**config.mk**
```make
export PLATFORM = sky130hd
export DESIGN_NAME = gf_inverse_seq
export DESIGN_NICKNAME = d
export VERILOG_FILES = /design/src/rtl/aes_gf_pkg.sv /design/src/rtl/gf_mul8.sv /design/src/rtl/gf_inverse_seq.sv
export SDC_FILE = /design/constraint.sdc
export NUM_CORES = 1
export LEC_CHECK = 0
export CORE_ASPECT_RATIO = 2
export CORE_MARGIN = 8
export CORE_UTILIZATION = 60
export CTS_CLUSTER_DIAMETER = 120
export DETAILED_ROUTE_END_ITERATION = 8
export PLACE_DENSITY = 0.81
export SLEW_MARGIN = 20
export SYNTH_ARGS = -nofsm -noshare
export SYNTH_HDL_FRONTEND = slang
export SYNTH_SLANG_ARGS = --single-unit
```
**constraint.sdc**
```tcl
create_clock -name clk -period 3.3 [get_ports clk]
set_clock_uncertainty 0.1 [all_clocks]
set_input_delay 0.495 -clock clk [delete_from_list [all_inputs] [get_ports clk]]
set_output_delay 0.495 -clock clk [all_outputs]
set_load 0.02 [all_outputs]
```
**src/rtl/aes_gf_pkg.sv**
```systemverilog
// Shared GF(2^8) constants and the inverse-FSM state type for the AES S-box path.
// The S-box and MixColumns stages reuse these definitions.
package aes_gf_pkg;

    localparam logic [7:0] AES_POLY = 8'h1B;
    localparam logic [7:0] INV_EXP  = 8'hFE;

    typedef enum logic [1:0] {
        IDLE,
        SQR,
        MUL,
        DONE
    } inv_state_t;

endpackage

```
**src/rtl/gf_mul8.sv**
```systemverilog
// Combinational GF(2^8) multiply: carry-less product of a and b reduced mod {1,POLY}.
// Also used by MixColumns.
module gf_mul8
    import aes_gf_pkg::*;
#(
    parameter logic [7:0] POLY = AES_POLY
) (
    input  logic [7:0] a,
    input  logic [7:0] b,
    output logic [7:0] p
);

    logic [7:0] acc;
    logic [7:0] sh;

    // Shift-and-add: sh walks through a*x^i, reduced on every step.
    always_comb begin
        acc = 8'h00;
        sh  = a;
        for (int i = 0; i < 8; i++) begin
            if (b[i]) begin
                acc = acc ^ sh;
            end
            sh = {sh[6:0], 1'b0} ^ (sh[7] ? POLY : 8'h00);
        end
        p = acc;
    end

endmodule

```
**src/rtl/gf_inverse_seq.sv**
```systemverilog
// Sequential GF(2^8) power out = in^EXP (inverse by default), square-and-multiply
// over a single shared gf_mul8; feeds the S-box affine stage directly.
module gf_inverse_seq
    import aes_gf_pkg::*;
#(
    parameter logic [7:0] POLY = AES_POLY,
    parameter logic [7:0] EXP  = INV_EXP
) (
    input  logic       clk,
    input  logic       rst,
    input  logic       in_valid,
    input  logic [7:0] in_data,
    output logic       in_ready,
    output logic       out_valid,
    output logic [7:0] out_data,
    input  logic       out_ready,
    output logic       busy
);

    if (EXP[7] != 1'b1) begin : g_exp_check
        $error("gf_inverse_seq: EXP[7] must be 1");
    end

    inv_state_t state_q;
    inv_state_t state_d;
    logic [7:0] x_q;
    logic [7:0] r_q;
    logic [2:0] idx_q;
    logic [7:0] out_data_q;
    logic [7:0] mul_b;
    logic [7:0] prod;
    logic       exp_bit;

    assign exp_bit = EXP[idx_q];
    assign mul_b   = (state_q == MUL) ? x_q : r_q;

    gf_mul8 #(
        .POLY(POLY)
    ) u_mul (
        .a(r_q),
        .b(mul_b),
        .p(prod)
    );

    always_comb begin
        state_d = state_q;
        case (state_q)
            IDLE: begin
                if (in_valid) begin
                    state_d = SQR;
                end
            end
            SQR: begin
                if (exp_bit) begin
                    state_d = MUL;
                end else if (idx_q == 3'd0) begin
                    state_d = DONE;
                end
            end
            MUL: begin
                if (idx_q == 3'd0) begin
                    state_d = DONE;
                end else begin
                    state_d = SQR;
                end
            end
            DONE: begin
                if (out_ready) begin
                    state_d = IDLE;
                end
            end
            default: state_d = IDLE;
        endcase
    end

    // The result register only loads on entry to DONE, so an aborted op never leaks out.
    always_ff @(posedge clk) begin
        if (rst) begin
            state_q    <= IDLE;
            out_data_q <= 8'h00;
        end else begin
            state_q <= state_d;
            if (state_d == DONE && state_q != DONE) begin
                out_data_q <= prod;
            end
        end
    end

    always_ff @(posedge clk) begin
        case (state_q)
            IDLE: begin
                if (in_valid) begin
                    x_q   <= in_data;
                    r_q   <= 8'h01;
                    idx_q <= 3'd7;
                end
            end
            SQR: begin
                r_q <= prod;
                if (!exp_bit && idx_q != 3'd0) begin
                    idx_q <= idx_q - 3'd1;
                end
            end
            MUL: begin
                r_q <= prod;
                if (idx_q != 3'd0) begin
                    idx_q <= idx_q - 3'd1;
                end
            end
            default: ;
        endcase
    end

    assign in_ready  = (state_q == IDLE);
    assign busy      = (state_q == SQR) || (state_q == MUL);
    assign out_valid = (state_q == DONE);
    assign out_data  = out_data_q;

endmodule

```
# After elaboration in Yosys (flattened, before gate mapping)
# Memories as Yosys holds them, arrays and structs flattened. A register that Yosys moved wholly into a read port is not among the register bits.
# Index checks and enable logic that the tools add are counted.
# Widths: inputs -> output; s select.
# totals
regBits	29
mem_bits_ro	8
input_bits	12
output_inout_bits	11
wordCells	73
mem_count	1
# classes
addsub	1
magnitude_cmp	1
n_eq_ne	8
mux	30
bitwise_logic	14
n_reduce_logical	13
# memory_table
name	words	word_bits	read_ports	rd_ports_with_merged_regs	write_ports	line	text
(no name shown)	8	1	1	1	0	gf_inverse_seq.sv:34	assign exp_bit = EXP[idx_q];
# op_table
operator	n
$xor 8x8->8	14
$mux 8	10
$mux 5	7
$pmux 8 s2	1
$mux 3	4
$mux 2	5
$pmux 3 s3	1
$ne 2x2->1 const B	4
$pmux 2 s4	1
$eq 2x2->1 const B	3
$reduce_bool 3->1	2
$lt 3x4->1 const B	1
$reduce_and 2->1	2
$reduce_and 4->1	1
$logic_not 3->1	1
$sub 3x1->3 const B	1
$eq 2x1->1 const B	1
$logic_and 1x1->1	2
$logic_not 2->1	1
$reduce_bool 2->1	1
$reduce_or 2->1	1
$logic_not 1->1	1
$logic_or 1x1->1	1
$mux 1	1

# Depth between registers and ports, before layout
# depth
word_depth	18
ltp_mapped	12

# Hierarchy
# From an unflattened synthesis, not the netlist that was laid out.
# unflattened
hier_cells	284
area_unflattened_um2	2758.9
# by_module_without_submodules
module	n_inst	cells_each	area_each_um2	seq_area_each_um2
gf_inverse_seq	1	115	1427.6	790.8
gf_mul8	1	169	1331.3	0.0

# Worst setup path after synthesis
# Ideal clock, no wire load.
# synth_path
path_kind	register to register
startpoint	register state_q[0]
endpoint	register r_q[4] (data pin)
setup_time_ns	0.255
arrival_ns	2.193
required_ns	2.945
setup_slack_ns	0.753
path_stages_with_launch	10
n_path_buf	1
path_cell_list	dfxtp_1 inv_1 ha_1 buf_6 mux2i_1 inv_1 nand2_1 xnor3_1 xnor3_1 and2_1
# synth_via
elab_chain_len	18
# synth_lines
element	line	text
from (decl)	gf_inverse_seq.sv:24	inv_state_t state_q;
from (signal assigned)	gf_inverse_seq.sv:82	state_q <= state_d;
$eq 2x2->1	gf_inverse_seq.sv:35, gf_inverse_seq.sv:90	
$mux 8	gf_inverse_seq.sv:35	assign mul_b = (state_q == MUL) ? x_q : r_q;
$mux 8	gf_mul8.sv:21	if (b[i]) begin
$xor 8x8->8	gf_mul8.sv:22	acc = acc ^ sh;
$mux 8	gf_mul8.sv:21	
$xor 8x8->8	gf_mul8.sv:22	
$mux 8	gf_mul8.sv:21	
$xor 8x8->8	gf_mul8.sv:22	
[2 not listed]	n/a	
$mux 8	gf_mul8.sv:21	
$xor 8x8->8	gf_mul8.sv:22	
$mux 8	gf_mul8.sv:21	
$xor 8x8->8	gf_mul8.sv:22	
$mux 8	gf_mul8.sv:21	
$xor 8x8->8	gf_mul8.sv:22	
$mux 8	gf_mul8.sv:21	
$pmux 8 s2 (*)	gf_inverse_seq.sv:90	case (state_q)
to (signal assigned)	gf_inverse_seq.sv:99	r_q <= prod;
to (signal assigned)	gf_inverse_seq.sv:105	r_q <= prod;
to (decl)	gf_inverse_seq.sv:27	logic [7:0] r_q;
# Mark *: on every way between the ends. The rest lies on a longest branch, timed or not.
# A chain may end at the register's enable or synchronous reset.

# Worst setup path after layout
# layout_path
startpoint	register r_q[2]
endpoint	register r_q[6] (data pin)
# layout_via
elab_chain_len	13
# layout_lines
element	line
$mux 8 / $xor 8x8->8 (equally long branches)	gf_inverse_seq.sv:35, gf_mul8.sv:24
$mux 8 / $xor 8x8->8 (equally long branches)	gf_mul8.sv:21, gf_mul8.sv:24
$xor 8x8->8, on equally long branches	gf_mul8.sv:22, gf_mul8.sv:24
$mux 8 / $xor 8x8->8 (equally long branches)	gf_mul8.sv:21, gf_mul8.sv:24
$xor 8x8->8	gf_mul8.sv:22
$mux 8 (*)	gf_mul8.sv:21
$xor 8x8->8	gf_mul8.sv:22
$mux 8 (*)	gf_mul8.sv:21
$xor 8x8->8	gf_mul8.sv:22
$mux 8 (*)	gf_mul8.sv:21
$xor 8x8->8	gf_mul8.sv:22
$mux 8 (*)	gf_mul8.sv:21
$pmux 8 s2 (*)	gf_inverse_seq.sv:90
# Marked as above.

==> run metrics <==
Cell Area, Synth 0.00309 mm2; most frequent cells in the layout nor2_1 (49), xnor2_1 (41), nand2_1 (22), clkdlybuf4s50_1 (22), edfxtp_1 (19); largest net degree at the start of global routing 31; cells after synthesis 341; commonest non-fill, non-tap cell in the layout nor2_1; Mapped Avg Cell Area 9.06 um2; die width 66.7 um; TritonCTS Buffers 5; dpl hpwl 5.98 mm; post-synthesis mux area share 7.57%; layout cell share with drive strength beyond 1 11.7%; critical-path maximum fanout 13; outcome finished, final reports clean; grt ovf 0; Slew HR 51.6%; Max Cap Violations 0; Max Slew Vio Count 0; Max Fclk 345 MHz; CP arrival 2.83 ns; global placer's final weighted congestion 0.974; Post-Syn Nets 359; Post-synth ARST share 0%; CP endpoint kind flop; num rows 37; initial antenna violation count 0; die area 0.00784 mm2; Root Driver clkbuf_8; Total Wirelength 8.18 mm; Synth Area in XOR/XNOR 25.6%; Ports 23; nature of the critical path startpoint flop; Placed Instances 410; final hold viol count 0; DP Area 0.00334 mm2; later-pin clock latency in the skew report 0.29 ns; H-tree levels 2; first-pass GRT wire length 13.3 mm; measured slew at the worst slew-check pin 0.726 ns; Seq/Total Area, Yosys 25.6%; clock slew at reported path FFs 0.07 ns; Post-CTS Resized 0; # DRC 0; Adder-Cell Fraction of Synth Area 2.43%; drt via density 6.32; DR vias 2643; Cell variety after synth 59; Sink Count 30; antenna-violating nets left 0; CTS tree yes; prevailing post-synth register cell edfxtp_1; hold_buf cts 0; fin crit share 87.8%; Post-synth EDFFs 19; Max clock buf depth 2; design area 0.00347 mm2; Initial Util 61.2%; Pre-antenna DRT Iters 4; largest family of logic cells by synthesized area XOR/XNOR gates; postcts setup bufs 0; Synth Register Bits 30; number of diodes 0; Simple-Gate Fraction of Synth Area 17.8%; Crit Path Category flop to flop; Synth Area in Compound Gates 14.5%; Final Non-Filler Cells 418; fin crit period 2.90 ns; NumNets Final 377; core area 0.00505 mm2; DR iter-0 viols 187; Area Growth Syn to Fin 12.4%; worst reg-to-reg setup slack 0.40 ns; GRT Util Overall 21.9%; setup violators final 0; vias in the first global route 2645; WP data required 3.23 ns; RSZ-0062 raised after global routing false; Buffers on Ports 22; Setup WS post-layout 0.401 ns; dpl ws 0.447 ns; final setup TNS 0 ns; synth warn 0; Die H 117 um; worst hold path class flop to flop; Wirelength per Cell 19.6 um
## state kept, by name (all words and copies together), names as in the netlist
name / count
state_q: 2
idx_q: 3
x_q: 8
out_data: 8
r_q: 8
exp_bit: 1
## cell usage after synthesis, types with 8 or more instances
library cell | instances | area, um2
nand2_1 | 22 | 82.6
nor2b_1 | 8 | 50.1
nor2_1 | 49 | 184
nand3_1 | 10 | 50.1
o21ai_0 | 12 | 60.1
a21oi_1 | 15 | 75.1
dfxtp_1 | 11 | 220
o22ai_1 | 8 | 50.1
xnor2_1 | 41 | 359
mux2i_1 | 16 | 160
edfxtp_1 | 19 | 571
xnor3_1 | 10 | 225
inv_1 | 10 | 37.5
## kinds of logic (layout without fill, tap and decap cells)
logic type      after synthesis  count (layout)
simple gates                117             117
flops                        30              30
buf+inv                      37              56
xor+xnor                     64              64
compound gates               66              66
fa+ha+maj                     6               6
mux                          21              21
## worst paths after layout
path / start / end / depth (start not counted)
worst max register to register: r_q[2]$_SDFFCE_PP0P_ / r_q[6]$_SDFFCE_PP0P_ / 6
worst min register to register: out_data[4]$_SDFFE_PP0P_ / out_data[4]$_SDFFE_PP0P_ / 2
worst min-delay path: out_data[4]$_SDFFE_PP0P_ / out_data[4]$_SDFFE_PP0P_ / 2
worst max-delay path: r_q[2]$_SDFFCE_PP0P_ / r_q[6]$_SDFFCE_PP0P_ / 6
## cell type report
cell class	instances	area [um2]
well taps	58	72.6
clock buffers	8	133
multi-input cells	274	2100
inverters	13	48.8
repair buffers	35	330
fillers	394	1580
flip-flops and latches	30	791
## metrics by stage
step / hold slack [ns] / utilization [%]
2_1_floorplan: 0.393 / -
3_3_place_gp: 0.356 / 66.2
3_5_place_dp: 0.366 / 66.2
4_1_cts: 0.377 / 68.8
5_1_grt: 0.402 / 68.8
6_report: 0.372 / 68.8
## worst max-delay path, stage by stage (launching register included)
cell	delay [ns]
edfxtp_1	0.75
xor3_2	0.64
nor2b_1	0.18
xnor2_1	0.24
xnor3_1	0.36
xnor2_1	0.30
nor2_1	0.07
## metal layers
metal  wire length [um]  vias up  GRT usage (%)
met4                491        0           14.3
met3                515       41           4.00
met2               4150      119           35.0
met5                  0        -              0
li1                   -     1233              -
met1               3020     1250           25.1
Power is left out: the tool's default activity adds up to more than one toggle a clock period on the data nets, which glitch-free logic cannot reach.
